`src/rtl/rect_plotter.sv`:
```
// Rectangle rasteriser: one pixel write per clock, raster order, filled or outline.
// Optional RECT_CLIP_EN suppresses plot for pixels outside SCREEN_W x SCREEN_H.
module rect_plotter #(
  parameter int X_W      = 9,
  parameter int Y_W      = 8,
  parameter int COLOR_W  = 3
`ifdef RECT_CLIP_EN
  ,
  parameter int SCREEN_W = 160,
  parameter int SCREEN_H = 120
`endif
) (
  input  logic               clk,
  input  logic               rst,
  input  logic               start,
  input  logic               abort,
  input  logic [X_W-1:0]     x0,
  input  logic [Y_W-1:0]     y0,
  input  logic [X_W-1:0]     width,
  input  logic [Y_W-1:0]     height,
  input  logic [COLOR_W-1:0] color_in,
  input  logic               outline,
  output logic               busy,
  output logic               done,
  output logic               plot,
  output logic [X_W-1:0]     x,
  output logic [Y_W-1:0]     y,
  output logic [COLOR_W-1:0] color
);

  typedef enum logic [1:0] {IDLE, PLOT, FIN} state_t;

  state_t             state_q, state_d;
  logic [X_W-1:0]     x0_q, x0_d, w_q, w_d, col_q, col_d;
  logic [Y_W-1:0]     y0_q, y0_d, h_q, h_d, row_q, row_d;
  logic [COLOR_W-1:0] colr_q, colr_d;
  logic               outl_q, outl_d;
  logic               plot_q, plot_d;
  logic [X_W-1:0]     x_q, x_d;
  logic [Y_W-1:0]     y_q, y_d;
  logic [COLOR_W-1:0] color_q, color_d;

  logic               emit, vis, col_last, row_last, interior;
  logic [X_W-1:0]     px;
  logic [Y_W-1:0]     py;

  always_comb begin
    state_d  = state_q;
    x0_d     = x0_q;
    y0_d     = y0_q;
    w_d      = w_q;
    h_d      = h_q;
    colr_d   = colr_q;
    outl_d   = outl_q;
    col_d    = col_q;
    row_d    = row_q;
    plot_d   = 1'b0;
    x_d      = x_q;
    y_d      = y_q;
    color_d  = color_q;
    emit     = 1'b0;
    col_last = (col_q == w_q - X_W'(1));
    row_last = (row_q == h_q - Y_W'(1));
    interior = outl_q && (row_q != '0) && !row_last;

    unique case (state_q)
      IDLE: begin
        if (start && !abort) begin
          x0_d   = x0;
          y0_d   = y0;
          w_d    = width;
          h_d    = height;
          colr_d = color_in;
          outl_d = outline;
          col_d  = '0;
          row_d  = '0;
          if (width != '0 && height != '0) begin
            state_d = PLOT;
            emit    = 1'b1;
          end else begin
            state_d = FIN;
          end
        end
      end
      PLOT: begin
        if (abort) begin
          state_d = IDLE;
        end else if (col_last && row_last) begin
          state_d = FIN;
        end else begin
          emit = 1'b1;
          if (col_last) begin
            col_d = '0;
            row_d = row_q + Y_W'(1);
          end else if (interior && col_q == '0) begin
            // interior outline rows jump straight to the right edge
            col_d = w_q - X_W'(1);
          end else begin
            col_d = col_q + X_W'(1);
          end
        end
      end
      FIN: state_d = IDLE;
      default: state_d = IDLE;
    endcase

    px = x0_d + col_d;
    py = y0_d + row_d;
`ifdef RECT_CLIP_EN
    vis = ({1'b0, px} < (X_W+1)'(SCREEN_W)) &&
          ({1'b0, py} < (Y_W+1)'(SCREEN_H));
`else
    vis = 1'b1;
`endif
    if (emit && vis) begin
      plot_d  = 1'b1;
      x_d     = px;
      y_d     = py;
      color_d = colr_d;
    end
  end

  always_ff @(posedge clk or posedge rst) begin
    if (rst) begin
      state_q <= IDLE;
      x0_q    <= '0;
      y0_q    <= '0;
      w_q     <= '0;
      h_q     <= '0;
      colr_q  <= '0;
      outl_q  <= 1'b0;
      col_q   <= '0;
      row_q   <= '0;
      plot_q  <= 1'b0;
      x_q     <= '0;
      y_q     <= '0;
      color_q <= '0;
    end else begin
      state_q <= state_d;
      x0_q    <= x0_d;
      y0_q    <= y0_d;
      w_q     <= w_d;
      h_q     <= h_d;
      colr_q  <= colr_d;
      outl_q  <= outl_d;
      col_q   <= col_d;
      row_q   <= row_d;
      plot_q  <= plot_d;
      x_q     <= x_d;
      y_q     <= y_d;
      color_q <= color_d;
    end
  end

  assign busy  = (state_q != IDLE);
  assign done  = (state_q == FIN);
  assign plot  = plot_q;
  assign x     = x_q;
  assign y     = y_q;
  assign color = color_q;

endmodule

```
`config.mk`:
```
export PLATFORM = sky130hd
export DESIGN_NAME = rect_plotter
export DESIGN_NICKNAME = d
export VERILOG_FILES = /design/src/rtl/rect_plotter.sv
export SDC_FILE = /design/constraint.sdc
export NUM_CORES = 1
export LEC_CHECK = 0
export BUFFER_PORTS_ARGS = -buffer_cell sky130_fd_sc_hd__buf_2
export CELL_PAD_IN_SITES_DETAIL_PLACEMENT = 0
export CELL_PAD_IN_SITES_GLOBAL_PLACEMENT = 1
export CORE_AREA = 2 2 111 102
export DETAILED_ROUTE_END_ITERATION = 16
export DIE_AREA = 0 0 113 104
export PLACE_DENSITY = 0.8
export SYNTH_ARGS = -nofsm -noshare
export SYNTH_HDL_FRONTEND = slang
export SYNTH_SLANG_ARGS = --single-unit
export TNS_END_PERCENT = 1
```
`constraint.sdc`:
```
create_clock -name clk -period 7.6 [get_ports clk]
set_input_delay 0.76 -clock clk [delete_from_list [all_inputs] [get_ports clk]]
set_output_delay 0.76 -clock clk [all_outputs]
set_load 0.01 [all_outputs]
```
==> results_tabular.tex <==
\begin{tabular}{lr}
\hline
Metric & Value \\
\hline
\multicolumn{2}{l}{\textbf{STA}} \\
Final Hold Vio Count & 0 \\
Max Clk Rate & 199 MHz \\
Final total negative setup slack & 0 ps \\
Final slew viol count & 0 \\
Transition at the pin with the smallest max-transition slack & 980 ps \\
Final number of setup-violating endpoints & 0 \\
Worst Clk Skew & 9.89 ps \\
Relative slew margins & 0.347 \\
Period utilisation layout & 0.663 \\
Setup ws final & 2560 ps \\
Setup repair after global routing missed its margin & no \\
Minimum clock period after layout & 5040 ps \\
\multicolumn{2}{l}{\textbf{Routing}} \\
DRC violations left & 4 \\
Number of vias in the routed layout & 3813 \\
Mean routed wirelength per cell & 15.3 um \\
Mean number of vias per cell & 5.33 \\
Number of DRC markers after the initial detailed-route iteration & 178 \\
Initial DRT Pass Iterations & 10 \\
Total wire length after detailed routing & 10.9 mm \\
Number of antenna-violating nets in the routed design & 0 \\
\multicolumn{2}{l}{\textbf{Critical path}} \\
Arrival time reported for the critical path endpoint & 5310 ps \\
Launch point of the critical path & w\_q[0]\$\_DFFE\_PP0P\_ \\
Endpoint type of the worst setup path & flip-flop \\
Cell class contributing the biggest share of worst-path delay & compound AO/OA/AOI/OAI gates \\
Kind of start point of the critical path & flip-flop \\
Worst R2R End & y[7]\$\_DFFE\_PP0P\_ \\
CP max stage cell & sky130\_fd\_sc\_hd\_\_nor4bb\_2 \\
Reg2reg start & w\_q[0]\$\_DFFE\_PP0P\_ \\
CP max stage delay & 830 ps \\
Crit path depth & 18 \\
R2r setup slk & 2560 ps \\
Setup Crit Path Kind & flip-flop to flip-flop \\
Logic depth of the worst register-to-register path & 18 \\
Crit-path most repeated cell & sky130\_fd\_sc\_hd\_\_o21ai\_0 \\
List of cells traversed by the critical path & inv\_1, ha\_1, nor3b\_1, xnor3\_1, o21ai\_0, nor4b\_4, nor4bb\_2, o21ai\_0, a22o\_1, ha\_1, a21o\_1, a21oi\_1, o21bai\_1, a21oi\_1, o21ai\_0, xnor2\_1, a211o\_1, nand3\_1 \\
Endpoint of the worst setup timing path & y[7]\$\_DFFE\_PP0P\_ \\
Maximum fanout along the worst path & 11 \\
Worst EP required & 7870 ps \\
Worst path buffer plus inverter count & 1 \\
\multicolumn{2}{l}{\textbf{Floorplan}} \\
Starting density of the core & 0.442 \\
Die height & 104 um \\
Core area & 10600 um\^{}2 \\
Placement Rows & 36 \\
I/O pin total & 65 \\
Die Outline Area & 11800 um\^{}2 \\
Die extent in x & 113 um \\
\multicolumn{2}{l}{\textbf{Clocking}} \\
Num CTS Buffers & 9 \\
Post-CTS sizing & 0 \\
Clock root buffer & sky130\_fd\_sc\_hd\_\_clkbuf\_16 \\
Post-CTS setup buffer count & 0 \\
Clock tree from TritonCTS & yes \\
CTS H-Tree Depth & 3 \\
Maximum clock insertion buffer count & 2 \\
Hold buffers post-CTS & 0 \\
Clock-pin slew of the registers on the worst-case setup and hold paths & 60 ps \\
TritonCTS Sinks & 78 \\
Worst skew pair latency & 340 ps \\
\multicolumn{2}{l}{\textbf{Global routing}} \\
Number of antenna violations at the first check in global routing & 0 \\
GRT Total Usage & 0.198 \\
Wire length of the first global-routing pass & 18.6 mm \\
Total grt overflow & 0 \\
Pin count of the biggest net entering global routing & 79 \\
Vias in the first global route & 3674 \\
\multicolumn{2}{l}{\textbf{Run status}} \\
Violated checks & design-rule violations \\
Run status & finished with violations \\
\multicolumn{2}{l}{\textbf{Synthesis}} \\
Total nets after synthesis & 588 \\
Sequential cell area fraction in the yosys report & 0.416 \\
Post-synth top area share & 0.416 \\
Cells taking the most area after synthesis & sky130\_fd\_sc\_hd\_\_dfrtp\_1 42\%, sky130\_fd\_sc\_hd\_\_nand2\_1 11\%, sky130\_fd\_sc\_hd\_\_ha\_1 5.6\% \\
Post-synthesis async set-or-reset flop share & 1.00 \\
\#FFs+latches synth & 78 \\
Count of different cell masters after synthesis & 68 \\
Library cell with the highest instance count after synthesis & sky130\_fd\_sc\_hd\_\_nand2\_1 \\
Number of synthesized flops with an enable pin & 0 \\
Mapped Area & 4700 um\^{}2 \\
Warnings from Yosys & 0 \\
Largest area contributor in the synthesized netlist & sky130\_fd\_sc\_hd\_\_dfrtp\_1 \\
Most common flop cell mapped by yosys & sky130\_fd\_sc\_hd\_\_dfrtp\_1 \\
Post-Synthesis Cells & 523 \\
Most frequent cells after synthesis & 135 x sky130\_fd\_sc\_hd\_\_nand2\_1, 78 x sky130\_fd\_sc\_hd\_\_dfrtp\_1, 38 x sky130\_fd\_sc\_hd\_\_o21ai\_0 \\
Post-Synthesis Mean Instance Area & 8.98 um\^{}2 \\
\multicolumn{2}{l}{\textbf{Final layout}} \\
Count of inserted antenna diode cells & 0 \\
Fraction of layout cells with a size suffix above 1 & 0.189 \\
Synth-to-Final Area Change & 15.5\% \\
Total number of nets in the final design & 642 \\
\multicolumn{2}{l}{\textbf{Place}} \\
Port buffer count & 64 \\
Routability-driven placement congestion ratio & 0.886 \\
Post-place setup slack & 2640 ps \\
HPWL after detailed placement & 7.93 mm \\
\multicolumn{2}{l}{\textbf{Power and ir drop}} \\
Leakage component of the power & 0.00262 uW \\
Power Total & 2190 uW \\
Worst-case vdd ir drop & 0.231 mV \\
Power density normalized to cell area & 404 nW/um\^{}2 \\
\multicolumn{2}{l}{\textbf{Flow run}} \\
Max-Cap Viols & 0 \\
\multicolumn{2}{l}{\textbf{Worst hold path}} \\
Hold Path Cell Cnt & 2 \\
Worst hold start & colr\_q[2]\$\_DFF\_PP0\_ \\
Worst hold path type & flip-flop to flip-flop \\
\hline
\end{tabular}
layout make-up:
type,instances,area [um^2]
fillers,1016,5210
clock buffers,11,243
clock inverters,5,81.3
well taps,133,166
flip-flops and latches,78,1950
multi-input cells,401,2560
inverters,19,73.8
repair buffers,68,350
worst min-delay path by stage:
stage                          end
3_3_place_gp   colr_q[2]$_DFF_PP0_
6_report       colr_q[2]$_DFF_PP0_
2_1_floorplan  colr_q[0]$_DFF_PP0_
5_1_grt        colr_q[0]$_DFF_PP0_
4_1_cts        colr_q[2]$_DFF_PP0_
3_5_place_dp   colr_q[2]$_DFF_PP0_
per-stage QoR:
step | instances | util | hold slack, ps | instance area, um^2
2_1_floorplan | 523 | - | 436 | 4700
3_3_place_gp | 699 | 0.480 | 449 | 5100
3_5_place_dp | 699 | 0.480 | 454 | 5100
4_1_cts | 715 | 0.510 | 469 | 5420
5_1_grt | 715 | 0.510 | 493 | 5420
6_report | 715 | 0.510 | 467 | 5420
tightest hold or removal path, stage by stage, from the launching register on:
cell and delay (ps):
sky130_fd_sc_hd__dfrtp_1 320, sky130_fd_sc_hd__nand2_1 40, sky130_fd_sc_hd__nand2_1 70
where the power goes:
part           switching [uW]  internal (uW)  leakage, uW
clock network             173            297     0.000156
registers                 143            580     0.000989
logic                     583            416      0.00147
state kept, by name, summed over array words and instances (netlist names):
signal	count
state_q	2
color	3
x	9
plot	1
row_q	8
w_q	9
h_q	8
outl_q	1
col_q	9
x0_q	9
y0_q	8
colr_q	3
y	8
cell families after synthesis:
logic type / synth area share
buf+inv: 0.0408
fa+ha+maj: 0.0645
simple gates: 0.229
mux: 0.0189
xor+xnor: 0.0645
compound gates: 0.166
flops: 0.416
layer usage:
metal | global-route usage | part of all wire | routed length (um) | up-vias
met4 | 0.0427 | 0.0085 | 93 | 0
met2 | 0.287 | 0.43 | 4730 | 98
met1 | 0.293 | 0.50 | 5440 | 1788
met5 | 0 | 0 | 0 | -
met3 | 0.0589 | 0.062 | 673 | 5
li1 | - | - | - | 1922
layout by cell type, fill, tap and decap left out, types with 2 or more instances in the layout:
master	synthesis	final
sky130_fd_sc_hd__nor4_4	2	2
sky130_fd_sc_hd__nor3_1	8	8
sky130_fd_sc_hd__fa_1	2	2
sky130_fd_sc_hd__o21bai_1	11	11
sky130_fd_sc_hd__nand4_1	5	5
sky130_fd_sc_hd__nor3b_1	2	2
sky130_fd_sc_hd__ha_1	21	21
sky130_fd_sc_hd__nand2b_1	10	10
sky130_fd_sc_hd__a21boi_0	2	2
sky130_fd_sc_hd__clkbuf_16	0	9
sky130_fd_sc_hd__dfrtp_1	78	78
sky130_fd_sc_hd__nand3_2	2	2
sky130_fd_sc_hd__or3_1	2	2
sky130_fd_sc_hd__nor4_1	4	4
sky130_fd_sc_hd__bufinv_16	0	2
sky130_fd_sc_hd__and3_1	6	6
sky130_fd_sc_hd__xnor2_1	23	23
sky130_fd_sc_hd__a21o_1	8	8
sky130_fd_sc_hd__a211o_1	3	3
sky130_fd_sc_hd__nand2_1	135	135
sky130_fd_sc_hd__and4_1	2	2
sky130_fd_sc_hd__xor2_1	9	9
sky130_fd_sc_hd__a31oi_1	5	5
sky130_fd_sc_hd__o21ba_2	2	2
sky130_fd_sc_hd__nor2_2	1	2
sky130_fd_sc_hd__nor2_1	18	17
sky130_fd_sc_hd__buf_4	0	4
sky130_fd_sc_hd__o21ai_0	38	38
sky130_fd_sc_hd__nand3_1	8	8
sky130_fd_sc_hd__nor2b_1	6	6
sky130_fd_sc_hd__o2111ai_1	2	2
sky130_fd_sc_hd__inv_1	18	17
sky130_fd_sc_hd__mux2_2	7	7
sky130_fd_sc_hd__a21oi_1	17	17
sky130_fd_sc_hd__buf_2	4	64
sky130_fd_sc_hd__a22o_1	10	10
Note: power is estimated with default switching activity, not from simulation.
